===== config.mk =====
export PLATFORM = sky130hd
export DESIGN_NAME = pipelined_butterfly
export DESIGN_NICKNAME = d
export VERILOG_FILES = /design/src/rtl/pipelined_butterfly.sv
export SDC_FILE = /design/constraint.sdc
export NUM_CORES = 2
export LEC_CHECK = 0
export CORE_ASPECT_RATIO = 0.5
export CORE_UTILIZATION = 34
export DETAILED_ROUTE_END_ITERATION = 6
export PLACE_DENSITY = 0.6
export SLEW_MARGIN = 20
export SYNTH_ARGS = -nofsm -noshare
export SYNTH_HDL_FRONTEND = slang
export SYNTH_SLANG_ARGS = --single-unit

===== constraint.sdc =====
create_clock -name clk -period 6.7 [get_ports clk]
set_input_delay 0.67 -clock clk [delete_from_list [all_inputs] [get_ports clk]]
set_output_delay 0.67 -clock clk [all_outputs]
set_load 0.02 [all_outputs]

===== src/rtl/pipelined_butterfly.sv =====
// rtl/pipelined_butterfly.sv - three-stage radix-2 butterfly with valid/ready flow control
//
// Computes y1 = x1 + x2 and y2 = (x1 - x2) * W, one operation per cycle, latency 3.
//   S1: A = x1 + x2, B = x1 - x2 (DATA_W+1 bits, exact)
//   S2: P = B * W (full precision, DATA_W+TW_W+2 bits)
//   S3: y1 = round(A >> s), y2 = round(P >> (TW_W-1+s)), narrowed to DATA_W
//
// Ports:
//   clk, n_rst                  clock, asynchronous active-low reset
//   in_valid / in_ready         operand handshake (in_ready = pipeline advance)
//   x1_*, x2_*, tw_*, scale     operands, twiddle (Q1.TW_W-1), per-op divide-by-2
//   out_valid / out_ready       result handshake
//   y1_*, y2_*                  results (stage-3 registers)
//   ovf, ovf_clr                sticky overflow flag and its synchronous clear
//
// Build option: PIPELINED_BUTTERFLY_SAT_EN defined -> out-of-range results clamp;
// undefined -> they wrap. ovf sets in both builds.

module pipelined_butterfly #(
  parameter int DATA_W = 16,
  parameter int TW_W   = 16
) (
  input  logic                     clk,
  input  logic                     n_rst,
  input  logic                     in_valid,
  output logic                     in_ready,
  input  logic signed [DATA_W-1:0] x1_re,
  input  logic signed [DATA_W-1:0] x1_im,
  input  logic signed [DATA_W-1:0] x2_re,
  input  logic signed [DATA_W-1:0] x2_im,
  input  logic signed [TW_W-1:0]   tw_re,
  input  logic signed [TW_W-1:0]   tw_im,
  input  logic                     scale,
  output logic                     out_valid,
  input  logic                     out_ready,
  output logic signed [DATA_W-1:0] y1_re,
  output logic signed [DATA_W-1:0] y1_im,
  output logic signed [DATA_W-1:0] y2_re,
  output logic signed [DATA_W-1:0] y2_im,
  output logic                     ovf,
  input  logic                     ovf_clr
);

  localparam int AW = DATA_W + 1;
  localparam int MW = DATA_W + TW_W + 1;
  localparam int PW = DATA_W + TW_W + 2;
  localparam int RW = PW + 1;  // one spare bit so the rounding add cannot wrap

  logic advance;

  // stage 1
  logic                   v1_q, s1_q;
  logic signed [AW-1:0]   a1_re_q, a1_im_q, b1_re_q, b1_im_q;
  logic signed [AW-1:0]   a1_re_d, a1_im_d, b1_re_d, b1_im_d;
  logic signed [TW_W-1:0] tw1_re_q, tw1_im_q;

  // stage 2
  logic                   v2_q, s2_q;
  logic signed [AW-1:0]   a2_re_q, a2_im_q;
  logic signed [MW-1:0]   m_rr, m_ii, m_ri, m_ir;
  logic signed [PW-1:0]   p2_re_q, p2_im_q, p2_re_d, p2_im_d;

  // stage 3 (outputs); narrowed results carry the overflow flag in the top bit
  logic                   out_valid_q, ovf_q, ovf_d, ovf_any;
  logic [DATA_W-1:0]      y1_re_q, y1_im_q, y2_re_q, y2_im_q;
  logic [DATA_W:0]        y1_re_d, y1_im_d, y2_re_d, y2_im_d;

  function automatic logic signed [RW-1:0] round_shift(input logic signed [RW-1:0] v,
                                                       input int sh);
    logic signed [RW-1:0] half;
    if (sh == 0) return v;
    half = RW'(1) <<< (sh - 1);
    return (v + half) >>> sh;
  endfunction

  // Returns {overflow, narrowed value}. In range means every bit from the MSB down
  // to bit DATA_W-1 agrees with the sign.
  function automatic logic [DATA_W:0] narrow(input logic signed [RW-1:0] v);
    logic [RW-DATA_W:0] top;
    logic               o;
    logic [DATA_W-1:0]  r;
    top = v[RW-1:DATA_W-1];
    o   = !((&top) || !(|top));
    r   = v[DATA_W-1:0];
`ifdef PIPELINED_BUTTERFLY_SAT_EN
    if (o) r = v[RW-1] ? {1'b1, {(DATA_W-1){1'b0}}} : {1'b0, {(DATA_W-1){1'b1}}};
`endif
    return {o, r};
  endfunction

  assign advance   = !out_valid_q || out_ready;
  assign in_ready  = advance;
  assign out_valid = out_valid_q;
  assign ovf       = ovf_q;
  assign y1_re     = y1_re_q;
  assign y1_im     = y1_im_q;
  assign y2_re     = y2_re_q;
  assign y2_im     = y2_im_q;

  always_comb begin
    a1_re_d = AW'(x1_re) + AW'(x2_re);
    a1_im_d = AW'(x1_im) + AW'(x2_im);
    b1_re_d = AW'(x1_re) - AW'(x2_re);
    b1_im_d = AW'(x1_im) - AW'(x2_im);

    m_rr    = MW'(b1_re_q) * MW'(tw1_re_q);
    m_ii    = MW'(b1_im_q) * MW'(tw1_im_q);
    m_ri    = MW'(b1_re_q) * MW'(tw1_im_q);
    m_ir    = MW'(b1_im_q) * MW'(tw1_re_q);
    p2_re_d = PW'(m_rr) - PW'(m_ii);
    p2_im_d = PW'(m_ri) + PW'(m_ir);

    y1_re_d = narrow(round_shift(RW'(a2_re_q), s2_q ? 1 : 0));
    y1_im_d = narrow(round_shift(RW'(a2_im_q), s2_q ? 1 : 0));
    y2_re_d = narrow(round_shift(RW'(p2_re_q), TW_W - 1 + (s2_q ? 1 : 0)));
    y2_im_d = narrow(round_shift(RW'(p2_im_q), TW_W - 1 + (s2_q ? 1 : 0)));
    ovf_any = y1_re_d[DATA_W] | y1_im_d[DATA_W] | y2_re_d[DATA_W] | y2_im_d[DATA_W];

    // a same-cycle overflow beats the clear
    ovf_d = ovf_q;
    if (ovf_clr) ovf_d = 1'b0;
    if (advance && v2_q && ovf_any) ovf_d = 1'b1;
  end

  always_ff @(posedge clk or negedge n_rst) begin
    if (!n_rst) begin
      v1_q        <= 1'b0;
      s1_q        <= 1'b0;
      a1_re_q     <= '0;
      a1_im_q     <= '0;
      b1_re_q     <= '0;
      b1_im_q     <= '0;
      tw1_re_q    <= '0;
      tw1_im_q    <= '0;
      v2_q        <= 1'b0;
      s2_q        <= 1'b0;
      a2_re_q     <= '0;
      a2_im_q     <= '0;
      p2_re_q     <= '0;
      p2_im_q     <= '0;
      out_valid_q <= 1'b0;
      y1_re_q     <= '0;
      y1_im_q     <= '0;
      y2_re_q     <= '0;
      y2_im_q     <= '0;
      ovf_q       <= 1'b0;
    end else begin
      ovf_q <= ovf_d;
      // the whole pipeline moves together, so bubbles are simply overwritten
      if (advance) begin
        v1_q        <= in_valid;
        s1_q        <= scale;
        a1_re_q     <= a1_re_d;
        a1_im_q     <= a1_im_d;
        b1_re_q     <= b1_re_d;
        b1_im_q     <= b1_im_d;
        tw1_re_q    <= tw_re;
        tw1_im_q    <= tw_im;
        v2_q        <= v1_q;
        s2_q        <= s1_q;
        a2_re_q     <= a1_re_q;
        a2_im_q     <= a1_im_q;
        p2_re_q     <= p2_re_d;
        p2_im_q     <= p2_im_d;
        out_valid_q <= v2_q;
        if (v2_q) begin
          y1_re_q <= y1_re_d[DATA_W-1:0];
          y1_im_q <= y1_im_d[DATA_W-1:0];
          y2_re_q <= y2_re_d[DATA_W-1:0];
          y2_im_q <= y2_im_d[DATA_W-1:0];
        end
      end
    end
  end

endmodule


==> results.yml <==
logic_synthesis:
  synth_area_per_cell_um2: 9.16
  ys_types: 76
  mappedNetlistArea_um2: 55000
  synth_fp_nets: 7724
  synth_flop_cell: "dfrtp_1"
  ys_seq_elements: 242
  yosysTopAreaCell: "fa_1"
  yosys_warnings: 0
  synth.area.top_cells: "fa_1 45%, dfrtp_1 11%, inv_1 9.6%"
  synth-edff-count: 0
  synth.top_cell.area_share_pct: 45.0
  synth_cells: 6006
  async_flop_share_pct: 100
  ys_seq_area_share_pct: 11.0
sta:
  tns_ps: -16060
  skew_ps: 43.4
  fmax_mhz: 137
  drv_slew: 0
  fin_ws_ps: -576
  finalSetupViolCount: 38
  finalHoldWorstSlack_ps: 145
  slew_headroom_pct: 33.3
  fin_crit_sh_pct: 109
  rsz0062_at_grt: "true"
  worst_pin_slew_ps: 1000
  min_period_ps: 7280
  hold_viol: 0
clocking:
  cts_root_buf: "clkbuf_16"
  ctsHtreeMaxLevel: 2
  cts_buffer_depth: 3
  cts_hold_buf: 0
  cts_made_buffers: 34
  cts.sinks: 242
  clk_pin_slew_ps: 60
  clock_latency_ps: 610
  cts_tree: "yes"
job:
  maxCapViolCount: 0
die:
  ios: 169
  die_y_um: 286
  rows: 103
  start_util_pct: 34.6
  dieArea_um2: 164000
  dieWidth_um: 571
  core_area_um2: 159000
outcome:
  violations: "negative setup slack"
  status: "finished, violations left"
route:
  drc: 0
  top_layer: "met4"
  first_iter_violations: 2592
  wl_per_cell_um: 18.5
  drt_pass1_iterations: 7
  vias: 40500
  met3_length_um: 10600
  drt_wl_total_um: 161000
  viasPerCell: 4.66
  met1_length_um: 74400
  wl_met2_um: 71500
  postRouteAntennaNets: 0
worst_setup_path:
  end_kind: "register"
  r2r_cells: 27
  arrival_ps: 7720
  reg2reg_slack_ps: -580
  crit_slowest_cell: "fa_2"
  r2r-start: "tw1_re_q[2]"
  crit_path_start_kind: "register"
  worstReg2RegEnd: "p2_im_q[29]"
  critPathMaxFanout: 7
  worst-setup-path-type: "register to register"
  endpoint: "p2_im_q[29]"
  crit_required_ps: 7150
  critical_path.startpoint: "tw1_re_q[2]"
  cpPeakStageDelay_ps: 620
  critPathMostFrequentCell: "fa_1"
global_route:
  overflow: 0
  grt.total_usage_pct: 20.5
  grt_max_degree: 136
  antenna_found_initial: 9
  grt_pass1_wl_um: 256000
  first_global_vias: 43100
finish:
  fin_nets: 8228
  drive_above_1_share_pct: 13.2
  area_growth_pct: 19.8
  fillers: 15700
  final_cells: 8687
  final_cell_area_um2: 65900
min_path:
  hold_path_class: "input port to asynchronous set/reset pin"
placement:
  io_buffers: 168
  dp_hpwl_um: 136000
  place.gp.congestion: 0.940
  dpl_cell_area_um2: 63500
  place_inst: 8573
## kinds of logic (layout without fill, tap and decap cells)
kind of cell             count (synthesis)  count (layout)  share of synthesized area, %
AND/OR/NAND/NOR                       1806            1806                          15.8
buffers and inverters                 1705            2228                          11.6
adder cells (fa/ha/maj)               1616            1616                          53.6
AO/OA/AOI/OAI                          471             471                          5.23
flip-flops                             242             242                          11.0
XOR/XNOR                               150             150                          2.39
multiplexers                            16              16                         0.305
other                                    0               6                             0
## repair_timing
action	4_1_cts	5_1_grt
cloned	4	1
gates resized for setup	172	60
buffers inserted	32	18
pin swaps	104	55
setup endpoints to repair	39	40
## worst max-delay path, delay by kind of cell (launching register included)
| kind | cells | cell delay, ps |
|---|---|---|
| fa+ha+maj | 9 | 4170 |
| simple gates | 4 | 640 |
| buf+inv | 7 | 730 |
| flops | 1 | 450 |
| compound gates | 6 | 940 |
| xor+xnor | 1 | 150 |
## area by class of cell
type	instances	area, um^2	area share (%)
multi-input cells	4059	43400	65.8
repair buffers	760	7380	11.2
flip-flops and latches	242	6080	9.22
inverters	1413	5320	8.07
well taps	2152	2690	4.08
clock buffers	43	905	1.37
clock inverters	12	193	0.292
diodes	6	15.0	0.0228
## cell usage in the layout, fill, tap and decap left out, types with 17 or more instances in the layout
cell type,count
a21o_1,26
a21oi_1,135
and2_1,514
and3_1,17
buf_12,79
buf_4,468
buf_6,37
clkbuf_16,35
clkdlybuf4s50_1,167
dfrtp_1,226
fa_1,1205
fa_2,33
ha_1,356
ha_4,17
inv_1,1380
inv_2,28
nand2_1,853
nand2b_1,43
nand3_1,42
nand4_1,22
nor2_1,175
nor2b_1,18
nor3_1,38
o21ai_0,123
o21ai_1,19
o31ai_1,20
xnor2_1,95
xor2_1,47
## state kept, by name, indices dropped and copies added (netlist names), 17 cells and up
register,cells
p2_re_q,20
b1_im_q,17
a2_im_q,17
a1_re_q,17
p2_im_q,20
a2_re_q,17
## synth_stat cells (all sizes together) (5+ instances only)
master     n
inv     1413
fa      1238
nand2    862
and2     526
ha       378
clkbuf   280
dfrtp    242
nor2     181
a21oi    154
o21ai    147
xnor2     99
xor2      51
nand3     46
nand2b    44
nor3      43
a21o      27
o31ai     24
nand4     22
a211oi    19
nor2b     19
and3      18
o21bai    17
buf       12
a31oi     11
or3       11
mux2i     10
nor3b     10
o21a       9
nor4       8
mux2       6
o211ai     6
o22ai      6
a21boi     5
a221oi     5
o31a       5
## stage by stage
stage | worst slack [ps] | util [%]
6_report | -576 | 41.4
5_1_grt | -827 | 41.4
4_1_cts | -592 | 41.2
3_5_place_dp | -974 | 39.9
3_3_place_gp | -892 | 39.9
2_1_floorplan | -203 | -
## metal layers
layer	global-route usage (%)	vias up
met1	29.7	20700
li1	-	18700
met5	0	-
met2	31.9	995
met3	3.41	149
met4	5.14	0
## how the worst min path moves through the flow
stage / from / to / slack [ps] / cells after the start
final: n_rst / y1_re[10] / 150 / 1
after global routing: n_rst / y1_re[10] / 250 / 1
after CTS: n_rst / a2_re_q[1] / 210 / 1
after detailed placement: v1_q / v1_q / 460 / 2
after global placement: v1_q / v1_q / 450 / 2
after floorplan: n_rst / a1_im_q[10] / 370 / 0
Power is left out: the tool's default activity adds up to more than one toggle a clock period on the data nets, which glitch-free logic cannot reach.
